`config.mk`:
```
export PLATFORM = sky130hd
export DESIGN_NAME = time_set_12to24
export DESIGN_NICKNAME = d
export VERILOG_FILES = /design/src/rtl/time_pkg.sv /design/src/rtl/hour12_to_24.sv /design/src/rtl/time_set_12to24.sv
export SDC_FILE = /design/constraint.sdc
export NUM_CORES = 1
export LEC_CHECK = 0
export ABC_AREA = 1
export CORE_MARGIN = 2
export CORE_UTILIZATION = 25
export CTS_CLUSTER_DIAMETER = 30
export DETAILED_ROUTE_END_ITERATION = 8
export GPL_ROUTABILITY_DRIVEN = 0
export HOLD_SLACK_MARGIN = 0.15
export SLEW_MARGIN = 10
export SYNTH_ARGS = -nofsm -noshare
export SYNTH_HDL_FRONTEND = slang
export SYNTH_SLANG_ARGS = --single-unit
```
`constraint.sdc`:
```
create_clock -name clk -period 1.6 [get_ports clk]
set_input_delay 0.16 -clock clk [delete_from_list [all_inputs] [get_ports clk]]
set_output_delay 0.16 -clock clk [all_outputs]
set_load 0.01 [all_outputs]
```
`src/rtl/time_pkg.sv`:
```
// Shared time-field widths, packed 24h time layout, set-path FSM states and error codes.
// Pure definitions: no logic, no latency, no handshake.
package time_pkg;

  localparam int HH_W = 5;
  localparam int MM_W = 6;
  localparam int SS_W = 6;
  localparam int TIME_W = HH_W + MM_W + SS_W;

  typedef struct packed {
    logic [HH_W-1:0] hh;
    logic [MM_W-1:0] mm;
    logic [SS_W-1:0] ss;
  } time_t;

  typedef enum logic [1:0] {
    IDLE  = 2'd0,
    CHECK = 2'd1,
    LOAD  = 2'd2
  } set_state_t;

  localparam logic [1:0] ERR_NONE  = 2'b00;
  localparam logic [1:0] ERR_RANGE = 2'b01;
  localparam logic [1:0] ERR_TMO   = 2'b10;

endpackage

```
`src/rtl/hour12_to_24.sv`:
```
// Converts a 12h hour (1..12) plus PM flag into a 24h hour (0..23).
// Combinational, zero latency; no handshake. Out-of-range input gives an unspecified result.
module hour12_to_24
  import time_pkg::*;
(
  input  logic [HH_W-1:0] hh12,
  input  logic            pm,
  output logic [HH_W-1:0] hh24
);

  // 12 AM is midnight (0) and 12 PM is noon (12); other hours get +12 in the afternoon.
  always_comb begin
    hh24 = hh12;
    if (hh12 == HH_W'(12)) begin
      hh24 = pm ? HH_W'(12) : '0;
    end else if (pm) begin
      hh24 = hh12 + HH_W'(12);
    end
  end

endmodule

```
`src/rtl/time_set_12to24.sv`:
```
// Validates a user-set 12h/24h time and loads it as 24h {hh,mm,ss} into the time counter.
// Latency: accept N, load_valid from N+2, done N+3; one request in flight, set_ready low until IDLE, load aborts after TIMEOUT_CYC stalled cycles.
module time_set_12to24
  import time_pkg::*;
#(
  parameter int TIME_W      = 17,
  parameter int TIMEOUT_CYC = 1024
) (
  input  logic              clk,
  input  logic              reset,
  input  logic              mod12_24,
  input  logic              set_valid,
  output logic              set_ready,
  input  logic [TIME_W-1:0] set_time,
  input  logic              set_pm,
  output logic              load_valid,
  input  logic              load_ready,
  output logic [TIME_W-1:0] load_time,
  output logic              done,
  output logic              err,
  output logic [1:0]        err_code
);

  localparam int CNT_W = (TIMEOUT_CYC > 1) ? $clog2(TIMEOUT_CYC + 1) : 1;
  localparam logic [CNT_W-1:0] TMO_LAST = CNT_W'((TIMEOUT_CYC > 0) ? TIMEOUT_CYC - 1 : 0);

  set_state_t       state;
  time_t            cap_time;
  logic             cap_pm;
  logic             cap_mode;
  time_t            load_q;
  logic [CNT_W-1:0] tmo_cnt;
  logic [HH_W-1:0]  hh_conv;
  logic [HH_W-1:0]  hh24;
  logic             range_ok;

  hour12_to_24 u_hour12_to_24 (
    .hh12 (cap_time.hh),
    .pm   (cap_pm),
    .hh24 (hh_conv)
  );

  assign hh24 = cap_mode ? hh_conv : cap_time.hh;

  always_comb begin
    range_ok = (cap_time.mm <= MM_W'(59)) && (cap_time.ss <= SS_W'(59));
    if (cap_mode) begin
      range_ok = range_ok && (cap_time.hh != '0) && (cap_time.hh <= HH_W'(12));
    end else begin
      range_ok = range_ok && (cap_time.hh <= HH_W'(23));
    end
  end

  // Held low while reset is asserted so the edit source cannot hand off into a resetting block.
  assign set_ready = (state == IDLE) && reset;
  assign load_time = load_q;

  always_ff @(posedge clk or negedge reset) begin
    if (!reset) begin
      state      <= IDLE;
      cap_time   <= '0;
      cap_pm     <= 1'b0;
      cap_mode   <= 1'b0;
      load_q     <= '0;
      load_valid <= 1'b0;
      tmo_cnt    <= '0;
      done       <= 1'b0;
      err        <= 1'b0;
      err_code   <= ERR_NONE;
    end else begin
      done <= 1'b0;
      err  <= 1'b0;
      case (state)
        IDLE: begin
          if (set_valid && set_ready) begin
            cap_time <= set_time;
            cap_pm   <= set_pm;
            cap_mode <= mod12_24;
            err_code <= ERR_NONE;
            state    <= CHECK;
          end
        end
        CHECK: begin
          if (range_ok) begin
            load_q     <= {hh24, cap_time.mm, cap_time.ss};
            load_valid <= 1'b1;
            tmo_cnt    <= '0;
            state      <= LOAD;
          end else begin
            err      <= 1'b1;
            err_code <= ERR_RANGE;
            state    <= IDLE;
          end
        end
        LOAD: begin
          // A handshake on the limit cycle wins over the abort.
          if (load_ready) begin
            load_valid <= 1'b0;
            done       <= 1'b1;
            tmo_cnt    <= '0;
            state      <= IDLE;
          end else if (TIMEOUT_CYC > 0 && tmo_cnt == TMO_LAST) begin
            load_valid <= 1'b0;
            err        <= 1'b1;
            err_code   <= ERR_TMO;
            tmo_cnt    <= '0;
            state      <= IDLE;
          end else if (TIMEOUT_CYC > 0) begin
            tmo_cnt <= tmo_cnt + 1'b1;
          end
        end
        default: state <= IDLE;
      endcase
    end
  end

endmodule

```
== Word-level counts from Yosys, hierarchy flattened ==
Cells that the tools add are included.

* Output and inout bits: 23
* Input port bits: 23
* Register bits: 54
* Logic and storage cells: 75

* $lt $le $gt $ge: 4
* Reductions and logical operators: 16
* Multiplexer cells: 29
* Equality and inequality tests: 10
* $add $sub $neg: 2

{| class="wikitable"
|+ Operators with widths
! cell !! count
|-
| 11-bit 2-to-1 mux || 3
|-
| 11-bit one-hot mux with 2 select lines || 1
|-
| 2-bit 2-to-1 mux || 8
|-
| 5-bit 2-to-1 mux || 3
|-
| 6-bit less-or-equal comparator (second input constant) || 2
|-
| 2-bit one-hot mux with 3 select lines || 2
|-
| 11-bit by 1-bit adder with 11-bit output (second input constant) || 1
|-
| 11-bit by 10-bit equality test with 1-bit output (second input constant) || 1
|-
| 1-bit 2-to-1 mux || 9
|-
| 2-bit inequality test (second input constant) || 4
|-
| 2-bit AND reduction || 4
|-
| 1-bit logical AND || 6
|-
| 5-bit by 4-bit adder with 5-bit output (second input constant) || 1
|-
| 5-bit by 4-bit equality test with 1-bit output (second input constant) || 1
|-
| 5-bit by 4-bit less-or-equal comparator with 1-bit output (second input constant) || 1
|-
| 5-bit less-or-equal comparator (second input constant) || 1
|-
| 5-bit AND reduction || 1
|-
| 5-bit nonzero test || 1
|-
| 4-bit 2-to-1 mux || 1
|-
| 1-bit one-hot mux with 2 select lines || 2
|-
| 3-bit inequality test (second input constant) || 1
|-
| 3-bit AND reduction || 1
|-
| 3-bit nonzero test || 1
|-
| 2-bit by 1-bit equality test with 1-bit output (second input constant) || 1
|-
| other kinds (4) || 4
|}

== Longest topological paths before layout ==
Gate-level depths: netlist (run 1).

* Word-level depth: 7
* Gate-level depth with buffers: 12
* Mapped depth without buffers: 11

== Modules after synthesis ==
Synthesis (run 1) repeated with hierarchy kept, for this count alone.

* Cells, all modules: 345
* Area, all modules: 2875.3 sq um

{| class="wikitable"
|+ By module, submodules not included
! module !! area an instance (sq um) !! sequential area each (sq um) !! cells an instance !! instances
|-
| time_set_12to24 || 2731.4 || 1351.3 || 312 || 1
|-
| hour12_to_24 || 143.9 || 0.0 || 33 || 1
|}

== Worst setup path before layout (run 1) ==
OpenSTA, ideal clock, no wires.

* Kind: register to register
* From: register state[0]
* To: register err_code[1]
* Arrival: 1452 ps
* Library setup time: 124 ps
* Buffers on the path: 0
* Period minus slack after synthesis: 1576 ps
* Cell stages (with the launch flop): 12
* Required time: 1476 ps
* Setup slack: 24 ps
* Cells stage by stage: dfrtp_1 > inv_1 > ha_1 > nand2_1 > inv_1 > nand2_1 > nand2_1 > nand2_1 > a21oi_2 > nand2_1 > nand2_1 > o21ai_1

* Cells in the longest elaborated chain, start to end: 5
* Elaborated cells on any way between the ends: 12
* Those cells by class: eq/ne (6); mux (1); reduce/logical (5)

{| class="wikitable"
|+ Ends and longest elaborated chain
! item !! line !! RTL
|-
| from (decl) || time_set_12to24.sv:27 || <nowiki>set_state_t state;</nowiki>
|-
| from (signal assigned) || time_set_12to24.sv:60 || <nowiki>state <= IDLE;</nowiki>
|-
| from (signal assigned) || time_set_12to24.sv:80 || <nowiki>state <= CHECK;</nowiki>
|-
| from (signal assigned) || time_set_12to24.sv:88 || <nowiki>state <= LOAD;</nowiki>
|-
| 2-bit zero test || time_set_12to24.sv:55 || <nowiki>assign set_ready = (state == IDLE) && reset;</nowiki>
|-
| 1-bit logical AND || time_set_12to24.sv:55 ||
|-
| named net set_ready || time_set_12to24.sv:13 || <nowiki>output logic set_ready,</nowiki>
|-
| 1-bit logical AND || time_set_12to24.sv:75 || <nowiki>if (set_valid && set_ready) begin</nowiki>
|-
| 2-bit by 1-bit inequality test with 1-bit output (no line) || - ||
|-
| 5-bit AND reduction (no line) || - ||
|-
| to (signal assigned) || time_set_12to24.sv:69 || <nowiki>err_code <= ERR_NONE;</nowiki>
|-
| to (signal assigned) || time_set_12to24.sv:79 || <nowiki>err_code <= ERR_NONE;</nowiki>
|-
| to (signal assigned) || time_set_12to24.sv:91 || <nowiki>err_code <= ERR_RANGE;</nowiki>
|-
| to (decl) || time_set_12to24.sv:21 || <nowiki>output logic [1:0] err_code</nowiki>
|}

The timed path passes the listed nets, and every way through them passes these cells.
A chain may end at the register's enable or synchronous reset.

== Worst setup path after layout (run 1) ==
* From: register cap_time[14] (netlist bit)
* To: register load_q (netlist bit load_time[13])

* Cells in the longest elaborated chain, start to end: 5
* Elaborated cells on any way between the ends: 11
* Those cells by class: order compare (2); eq/ne (1); mux (3); reduce/logical (5)

{| class="wikitable"
|+ Ends and longest elaborated chain
! item !! line !! RTL
|-
| from (decl) || time_set_12to24.sv:28 || <nowiki>time_t cap_time;</nowiki>
|-
| from (signal assigned) || time_set_12to24.sv:76 || <nowiki>cap_time <= set_time;</nowiki>
|-
| parallel branches: the longest is 5 deep, another holds 5-bit less-or-equal comparator || - ||
|-
| to (signal assigned) || time_set_12to24.sv:85 || <nowiki>load_q <= {hh24, cap_time.mm, cap_time.ss};</nowiki>
|-
| to (decl) || time_set_12to24.sv:31 || <nowiki>time_t load_q;</nowiki>
|}

Parallel ways; which one is timed is not known.

==> results.json, run 1 <==
{
  "dpl.cell_count": 529,
  "clockBufferDepth": 2,
  "status": "finished, violations left",
  "drive_gt1_share_pct": 23.9,
  "arrival_ps": 1880,
  "fmax_mhz": 604,
  "netlist.area_leader.share_pct": 49.9,
  "setup_viol": 26,
  "p_leak_nw": 1.86,
  "final_area_um2": 3890,
  "drv_cap": 0,
  "die_width_um": 108,
  "power-per-cell-area_nw_per_um2": 1880,
  "synth_nets": 365,
  "synthTopCellsByCount": "84 x nand2_1, 54 x dfrtp_1, 42 x inv_1, 36 x nor2_1, 21 x nand3_1",
  "remaining_drc_errors": 0,
  "endpoint": "load_time[13]$_DFFE_PN0P_",
  "synthCells": 332,
  "fp.coreArea_um2": 10700,
  "grt_pass1_wl_mm": 10.4,
  "grt_usage_pct": 11.0,
  "final-instance-count-excl-fill": 550,
  "nets": 442,
  "yosysSeqAreaShare_pct": 49.9,
  "synth.avg_cell_area_um2": 8.16,
  "hold_viol": 0,
  "cp.required_ps": 1820,
  "min_path_type": "in2reg",
  "reg2reg_from": "cap_time[14]$_DFFE_PN0P_",
  "startpoint": "cap_time[14]$_DFFE_PN0P_",
  "cts_sinks": 54,
  "wl_met2_mm": 3.17,
  "syn_area_um2": 2710,
  "syn_to_final_growth_pct": 43.7,
  "holdWs_ps": 399,
  "diodes": 0,
  "yosys_most_used_dff": "dfrtp_1",
  "grt_overflow": 0,
  "hpwl_mm": 4.47,
  "synth.distinct_cells": 29,
  "placed_area_um2": 3450,
  "num_vias": 2408,
  "violations": "negative setup slack",
  "grt_pass1_vias": 2287,
  "synthTopCellsByArea": "dfrtp_1 50%, nand2_1 12%, inv_1 5.8%, nor2_1 5.0%, ha_1 4.6%",
  "worstMarginPinSlew_ps": 689,
  "synth-seq-cells": 54,
  "synth_warnings": 0,
  "clk_pin_slew_worst_paths_ps": 110,
  "ir_drop_mv": 0.846,
  "utilization_pct": 36.4,
  "critPathKind": "reg2reg",
  "setup_ws_ps": -56.7,
  "via_per_inst": 4.38,
  "antenna_found_initial": 0,
  "io_buffer_count": 45,
  "top_layer_used": "met4",
  "num_io_pins": 46,
  "grt_max_degree": 55,
  "worstPathMaxFanout": 5,
  "period_needed_ps": 1660,
  "cts_root_buffer": "clkbuf_8",
  "dieArea_um2": 11700,
  "drtAntennaViolNets": 0,
  "cts_made_buffers": 5,
  "clock_latency_ps": 330,
  "worstRegToRegCells": 11,
  "drt_iter0_markers": 97,
  "synth_most_common_cell": "nand2_1",
  "async_reset_ff_share_pct": 100,
  "yosys.area.top_type": "dfrtp_1",
  "wl_per_cell_um": 12.1,
  "rsz0062_at_grt": "true",
  "wl_met3_um": 262,
  "wl_met1_mm": 3.15,
  "cp-start-kind": "register",
  "h-tree-depth": 2,
  "final_max_slew_viol_count": 0,
  "rows": 38,
  "slew_headroom_pct": 54.1,
  "die_y_um": 108,
  "reg2reg_to": "load_time[13]$_DFFE_PN0P_",
  "fin_skew_ps": 15.0,
  "initial_core_util_pct": 25.3,
  "cts_tree": "built",
  "totalWireLength_mm": 6.68,
  "r2r_slack_ps": -60,
  "firstDrtPassIters": 4,
  "endpoint_kind": "register",
  "period_share_pct": 104,
  "whs_path_depth": 3,
  "synth_edf_count": 0
}
-- critical path: stages (launching register included) --
cell and delay (ps):
dfrtp_2 420, inv_2 50, ha_2 170, nand2_1 60
nand2_1 60, nand2_2 70, inv_2 40, nor2_4 210
nand3_4 180, clkbuf_16 200, nand2_1 50, o21ai_1 50
-- power breakdown --
| group | internal [mW] | leakage (nW) | switching, mW |
|---|---|---|---|
| sequential | 1.92 | 0.659 | 0.400 |
| combinational | 1.95 | 1.15 | 2.17 |
| clock | 0.329 | 0.0506 | 0.532 |
-- final cells by class --
class / count / area, µm²
sequential: 54 / 1350
tap: 140 / 175
fill: 1105 / 6810
clock inverter: 3 / 28.8
multi-input combinational: 226 / 1340
timing repair buffer: 77 / 762
clock buffer: 5 / 68.8
inverter: 45 / 169
-- per-layer routing --
layer / vias up / global-route usage (%)
li1: 1212 / -
met1: 1137 / 14.7
met2: 52 / 17.9
met3: 7 / 2.05
met4: 0 / 4.03
met5: - / 0
-- repair_timing --
item,in CTS,in global routing
resized for setup,7,61
endpoints found under the setup margin,29,49
hold buffers,1,0
hold endpoints to repair,54,0
pin swaps,0,6
setup buffers,2,3
cloned,1,6
-- through the flow --
| step | TNS [ps] | power (mW) | setup slack (ps) |
|---|---|---|---|
| 6_report | -763 | 7.31 | -56.7 |
| 5_1_grt | -3690 | 7.88 | -162 |
| 4_1_cts | -112 | 6.42 | -17.8 |
| 3_5_place_dp | -578 | 5.40 | -66.0 |
| 3_3_place_gp | 0 | 5.33 | 16.5 |
| 2_1_floorplan | 0 | 4.12 | 24.3 |
-- sequential cells by signal, summed over array words and instances (netlist names) --
signal / cells
load_time: 17
load_valid: 1
tmo_cnt: 11
cap_time: 17
err_code: 2
err: 1
done: 1
state: 2
cap_mode: 1
cap_pm: 1
-- kinds of logic (layout without fill, tap and decap cells) --
group	count (synthesis)	after routing	share of synthesized area (%)
fa+ha+maj	10	10	4.62
xor+xnor	2	2	0.647
mux	2	2	0.831
flops	54	54	49.9
buf+inv	55	130	8.18
compound gates	51	51	9.93
simple gates	158	161	25.9
-- placed cells by master, fill, tap and decap left out, types with 2 or more instances in the layout --
cell type         n
nand2_2          17
nand2_4           5
nand2_1          63
inv_1            38
nor2_1           36
buf_12            2
a21oi_1          17
clkdlybuf4s50_1  43
o21ai_2           8
nand3_4           4
o21ai_0           4
ha_2              3
nand3_1          19
nand4_1           6
mux2_2            2
ha_1              6
nand3_2           4
clkbuf_16         2
clkbuf_8          5
buf_4            22
o21ai_1          17
nor2_4            2
nor3_1            2
dfrtp_1          53
inv_2             6
xor2_1            2
buf_6             5
-- worst min-delay path by stage --
stage	start	endpoint	slack, ps
global placement	reset	cap_time[16]$_DFFE_PN0P_	380
global route	set_time[9]	cap_time[9]$_DFFE_PN0P_	400
CTS	set_time[1]	cap_time[1]$_DFFE_PN0P_	400
finish	set_time[8]	cap_time[8]$_DFFE_PN0P_	400
floorplan	reset	cap_mode$_DFFE_PN0P_	-140
detailed placement	reset	cap_time[16]$_DFFE_PN0P_	390
Power figures use the tool's default switching activity.
==> run 2: changes to the inputs <==
--- a/config.mk
+++ b/config.mk
@@ -6,6 +6,7 @@
 export NUM_CORES = 1
 export LEC_CHECK = 0
 export ABC_AREA = 1
+export CORE_ASPECT_RATIO = 0.75
 export CORE_MARGIN = 2
 export CORE_UTILIZATION = 25
 export CTS_CLUSTER_DIAMETER = 30
==> results.json, run 2 (synthesized netlist as in run 1, its figures left out) <==
{
  "final_cell_mix": "63 x nand2_1, 53 x dfrtp_1, 43 x clkdlybuf4s50_1",
  "min_path_type": "in2reg",
  "crit_cells": 11,
  "power-per-cell-area_nw_per_um2": 1880,
  "grt_overflow": 0,
  "crit_chain": "inv_2 -> ha_2 -> nand2_1 -> nand2_1 -> nand2_2 -> inv_2 -> nor2_4 -> nand3_4 -> clkbuf_16 -> nand2_4 -> o21ai_1",
  "cts_tree": "built",
  "h-tree-depth": 2,
  "grt_pass1_wl_mm": 10.1,
  "clock_latency_ps": 290,
  "grt_usage_pct": 11.1,
  "final-instance-count-excl-fill": 550,
  "p_comb_share_pct": 54.7,
  "fin_skew_ps": 4.94,
  "firstDrtPassIters": 4,
  "cts_root_buffer": "clkbuf_16",
  "grt_max_degree": 55,
  "drtAntennaViolNets": 0,
  "status": "finished, violations left",
  "initial_core_util_pct": 26.0,
  "final_area_um2": 3960,
  "fp.coreArea_um2": 10400,
  "syn_to_final_growth_pct": 46.1,
  "num_io_pins": 46,
  "hold_viol": 0,
  "remaining_drc_errors": 0,
  "drive_gt1_share_pct": 24.9,
  "ir_drop_mv": 0.717,
  "utilization_pct": 38.0,
  "period_needed_ps": 1700,
  "fmax_mhz": 589,
  "worstRegToRegCells": 11,
  "p_int_mw": 4.45,
  "nets": 447,
  "cts_made_buffers": 5,
  "clk_pin_slew_worst_paths_ps": 70,
  "clockBufferDepth": 2,
  "p_leak_nw": 1.88,
  "clkPwrFrac_pct": 14.1,
  "worstPathMaxFanout": 7,
  "whs_path_depth": 3,
  "switching_share_pct": 40.3,
  "rsz0062_at_grt": "true",
  "final_common_cell": "nand2_1",
  "dieArea_um2": 11700,
  "cp-start-kind": "register",
  "grt_pass1_vias": 2148,
  "period_share_pct": 106,
  "slowest_delay_ps": 400,
  "dpl.cell_count": 529,
  "via_per_inst": 4.38,
  "r2r_slack_ps": -100,
  "placed_area_um2": 3470,
  "num_vias": 2409,
  "crit_family": "simple AND/OR/NAND/NOR gates",
  "diodes": 0,
  "drt_iter0_markers": 67,
  "hpwl_mm": 4.47,
  "setup_viol": 30,
  "worstMarginPinSlew_ps": 703,
  "power_mw": 7.45,
  "holdWs_ps": 440,
  "seq_power_share_pct": 31.2,
  "die_y_um": 94.1,
  "cpMaxStageDelayCell": "dfrtp_1",
  "final_max_slew_viol_count": 0,
  "antenna_found_initial": 0,
  "wl_per_cell_um": 12.4,
  "endpoint_kind": "register",
  "cp_num_buf_inv": 3,
  "cp.required_ps": 1780,
  "die_width_um": 124,
  "arrival_ps": 1880,
  "slew_headroom_pct": 53.1,
  "critPathKind": "reg2reg",
  "p_sw_mw": 3.00,
  "setup_ws_ps": -99.0,
  "io_buffer_count": 45,
  "cts_sinks": 54,
  "rows": 32,
  "totalWireLength_mm": 6.80,
  "drv_cap": 0,
  "violations": "negative setup slack"
}
==> run 2: cell count changes in the layout (fill, tap and decap cells not counted), sizes merged <==
cell and change:
dlygate4sd2 +1, clkinvlp +1, clkinv -1, inv -2, clkbuf -1, buf +7, nand3 -1
==> run 2: final cells by class <==
cell class                      count  area, µm²
Fill cell                        1053       6450
Sequential cell                    54       1350
Multi-Input combinational cell    225       1340
Timing Repair Buffer               83        788
Tap cell                          136        170
Inverter                           45        169
Clock buffer                        6        129
Clock inverter                      1       7.51
==> run 2: stage by stage <==
step	setup TNS (ps)	worst slack [ps]
finish	-1170	-99.0
global placement	-233	-22.9
floorplan	0	24.3
CTS	-436	-34.8
detailed placement	-715	-48.0
global route	-4770	-197
==> run 2: worst paths after layout <==
check | to | startpoint
hold reg to reg | load_valid$_DFFE_PN0P_ | load_valid$_DFFE_PN0P_
max in group asynchronous | cap_time[14]$_DFFE_PN0P_ | reset
setup reg to reg | load_time[10]$_DFFE_PN0P_ | cap_time[15]$_DFFE_PN0P_
min in group asynchronous | state[0]$_DFFE_PN0P_ | reset
setup / recovery | load_time[10]$_DFFE_PN0P_ | cap_time[15]$_DFFE_PN0P_
hold / removal | cap_time[1]$_DFFE_PN0P_ | set_time[1]
==> run 2: timing repair <==
item                       in CTS  in global routing
cloned                          0                  5
setup buffers                   1                  7
resized for setup               3                 70
pin swaps                       0                 11
hold buffers                    1                  0
hold endpoints to repair       54                  0
setup endpoints to repair      31                 52
==> run 2: power groups by stage <==
stage | Sequential, mW | Combinational (mW) | Clock (mW)
4_1_cts | 2.27 | 3.14 | 1.07
3_3_place_gp | 2.27 | 3.06 | 0
2_1_floorplan | 2.35 | 1.76 | 0
6_report | 2.32 | 4.08 | 1.05
3_5_place_dp | 2.29 | 3.10 | 0
5_1_grt | 2.40 | 4.54 | 1.14
==> run 2: layer usage <==
metal	global-route usage, %	share of wire, %	vias up
met5	0	0	-
met1	15.6	49	1136
met4	3.37	1.1	0
met2	16.7	45	46
met3	2.73	5.2	8
li1	-	-	1219
==> run 2: worst register-to-register path: cells and delay by family (launching register included) <==
kind            cells  cell delay (ps)
simple gates        6              590
flops               1              400
buf+inv             3              350
fa+ha+maj           1              190
compound gates      1               60
==> run 3: changes to the inputs <==
--- a/config.mk
+++ b/config.mk
@@ -12,7 +12,9 @@
 export CTS_CLUSTER_DIAMETER = 30
 export DETAILED_ROUTE_END_ITERATION = 8
 export GPL_ROUTABILITY_DRIVEN = 0
+export GPL_TIMING_DRIVEN = 0
 export HOLD_SLACK_MARGIN = 0.15
+export RECOVER_POWER = 100
 export SLEW_MARGIN = 10
 export SYNTH_ARGS = -nofsm -noshare
 export SYNTH_HDL_FRONTEND = slang
==> results.json, run 3 (synthesized netlist as in run 1, its figures left out) <==
{
  "syn_to_final_growth_pct": 43.7,
  "slew_headroom_pct": 52.6,
  "hpwl_mm": 4.63,
  "nFillCells": 1058,
  "rows": 32,
  "clockBufferDepth": 2,
  "via_per_inst": 4.46,
  "setup_tns_ps": -1150,
  "path_common_cell": "nand3_2",
  "num_io_pins": 46,
  "fin_skew_ps": 4.88,
  "dieArea_um2": 11700,
  "cpMaxStageDelayCell": "dfrtp_1",
  "cp.required_ps": 1770,
  "p_int_mw": 4.52,
  "worstPathMaxFanout": 10,
  "final_area_um2": 3890,
  "initial_core_util_pct": 26.0,
  "clkPwrFrac_pct": 16.4,
  "period_share_pct": 104,
  "nets": 439,
  "final_cell_mix": "69 x nand2_1, 52 x dfrtp_1, 38 x inv_1",
  "clk_pin_slew_worst_paths_ps": 70,
  "placed_area_um2": 3320,
  "period_needed_ps": 1660,
  "use_met3_pct": 2.37,
  "post-place-ws_ps": -434,
  "worstMarginPinSlew_ps": 712,
  "grt_use_met2_pct": 18.6,
  "reg2reg_from": "cap_time[15]$_DFFE_PN0P_",
  "p_leak_nw": 1.90,
  "cts_root_buffer": "clkbuf_16",
  "drv_cap": 0,
  "cts_tree": "built",
  "final_max_slew_viol_count": 0,
  "num_vias": 2424,
  "clock_latency_ps": 290,
  "r2r_slack_ps": -60,
  "setup_ws_ps": -57.4,
  "grt_usage_pct": 12.1,
  "power-per-cell-area_nw_per_um2": 1900,
  "io_buffer_count": 44,
  "switching_share_pct": 39.0,
  "h-tree-depth": 2,
  "fp.coreArea_um2": 10400,
  "worstRegToRegCells": 10,
  "final_common_cell": "nand2_1",
  "cts_sinks": 54,
  "seq_power_share_pct": 30.8,
  "grt_pass1_wl_mm": 11.1,
  "diodes": 0,
  "endpoint_kind": "register",
  "grt_max_degree": 56,
  "violations": "negative hold slack, negative setup slack",
  "top_usage_layer": "met2",
  "cp-start-kind": "register",
  "status": "finished, violations left",
  "rsz0062_at_grt": "true",
  "reg2reg_to": "load_time[4]$_DFFE_PN0P_",
  "critPathKind": "reg2reg",
  "slowest_delay_ps": 440,
  "remaining_drc_errors": 0,
  "use_met1_pct": 17.4,
  "drt_iter0_markers": 106,
  "arrival_ps": 1830,
  "grt_pass1_vias": 2258,
  "fmax_mhz": 603,
  "crit_chain": "inv_2 -> ha_4 -> nand3_2 -> nand2_2 -> nand3_2 -> nor2_4 -> nand3_4 -> buf_6 -> nand2_1 -> o21ai_0",
  "die_y_um": 94.1,
  "totalWireLength_mm": 6.92,
  "setup_viol": 32,
  "p_sw_mw": 2.89,
  "hold_viol": 54,
  "grt_overflow": 0,
  "ir_drop_mv": 0.772,
  "cts_made_buffers": 5,
  "final-instance-count-excl-fill": 543,
  "min_path_type": "in2async",
  "antenna_found_initial": 0,
  "wl_per_cell_um": 12.7,
  "drtAntennaViolNets": 0,
  "p_comb_share_pct": 52.8,
  "holdWs_ps": -74.7,
  "die_width_um": 124,
  "drive_gt1_share_pct": 21.9,
  "firstDrtPassIters": 4,
  "dpl.cell_count": 512
}
-- run 3: cell count changes in the layout (fill, tap and decap cells not counted), sizes merged --
| cell | change |
|---|---|
| clkbuf | +5 |
| dlygate4sd2 | -1 |
| dlygate4sd3 | +19 |
| bufinv | +1 |
| clkinvlp | -1 |
| nand3 | -1 |
| buf | -7 |
| clkdlybuf4s50 | -21 |
| nand2 | -1 |
-- run 3: area by class of cell --
| class | instances | area, µm² | share of cell area (%) |
|---|---|---|---|
| flip-flops and latches | 54 | 1350 | 34.8 |
| inverters | 45 | 173 | 4.43 |
| clock buffers | 7 | 133 | 3.41 |
| multi-input cells | 223 | 1300 | 33.4 |
| repair buffers | 67 | 641 | 16.5 |
| plain buffers | 10 | 93.8 | 2.41 |
| clock inverters | 1 | 30.0 | 0.771 |
| well taps | 136 | 170 | 4.37 |
-- run 3: power groups by stage --
stage,Sequential [mW],Combinational [mW],Clock (mW)
final,2.28,3.92,1.22
after global routing,2.37,4.33,1.29
after CTS,2.29,3.64,1.24
after detailed placement,2.31,2.98,0
after global placement,2.29,2.94,0
after floorplan,2.35,1.76,0
-- run 3: worst max path at each step --
| stage | to | start | slack (ps) |
|---|---|---|---|
| 5_1_grt | load_time[11]$_DFFE_PN0P_ | cap_time[15]$_DFFE_PN0P_ | -160 |
| 6_report | load_time[4]$_DFFE_PN0P_ | cap_time[15]$_DFFE_PN0P_ | -60 |
| 2_1_floorplan | err_code[1]$_DFFE_PN0P_ | state[0]$_DFFE_PN0P_ | 20 |
| 3_5_place_dp | cap_time[15]$_DFFE_PN0P_ | reset | -430 |
| 4_1_cts | tmo_cnt[9]$_DFFE_PN0P_ | cap_time[15]$_DFFE_PN0P_ | -40 |
| 3_3_place_gp | cap_time[13]$_DFFE_PN0P_ | reset | -2230 |
-- run 3: stage by stage --
stage / util, % / total power [mW]
final: 37.4 / 7.42
after global routing: 37.4 / 7.99
after CTS: 35.6 / 7.17
after detailed placement: 31.9 / 5.29
after global placement: 31.9 / 5.23
after floorplan: - / 4.12
-- run 3: timing repair --
| action | 4_1_cts | 5_1_grt |
|---|---|---|
| cloned | 1 | 0 |
| endpoints found under the hold margin | 54 | 54 |
| pin swaps | 11 | 10 |
| resized for setup | 42 | 31 |
| setup buffers | 12 | 12 |
| setup endpoints to repair | 54 | 52 |
-- run 3: worst max-delay path, delay by kind of cell (launching register included) --
| kind | cells | cell delay (ps) |
|---|---|---|
| compound gates | 1 | 80 |
| fa+ha+maj | 1 | 140 |
| buf+inv | 2 | 310 |
| flops | 1 | 440 |
| simple gates | 6 | 570 |
-- run 3: per-layer routing --
metal  share of wire, %  vias to the layer above
met3                3.4                        4
met1                 48                     1175
met2                 48                       41
li1                   -                     1204
met4               0.84                        0
met5                  0                        -
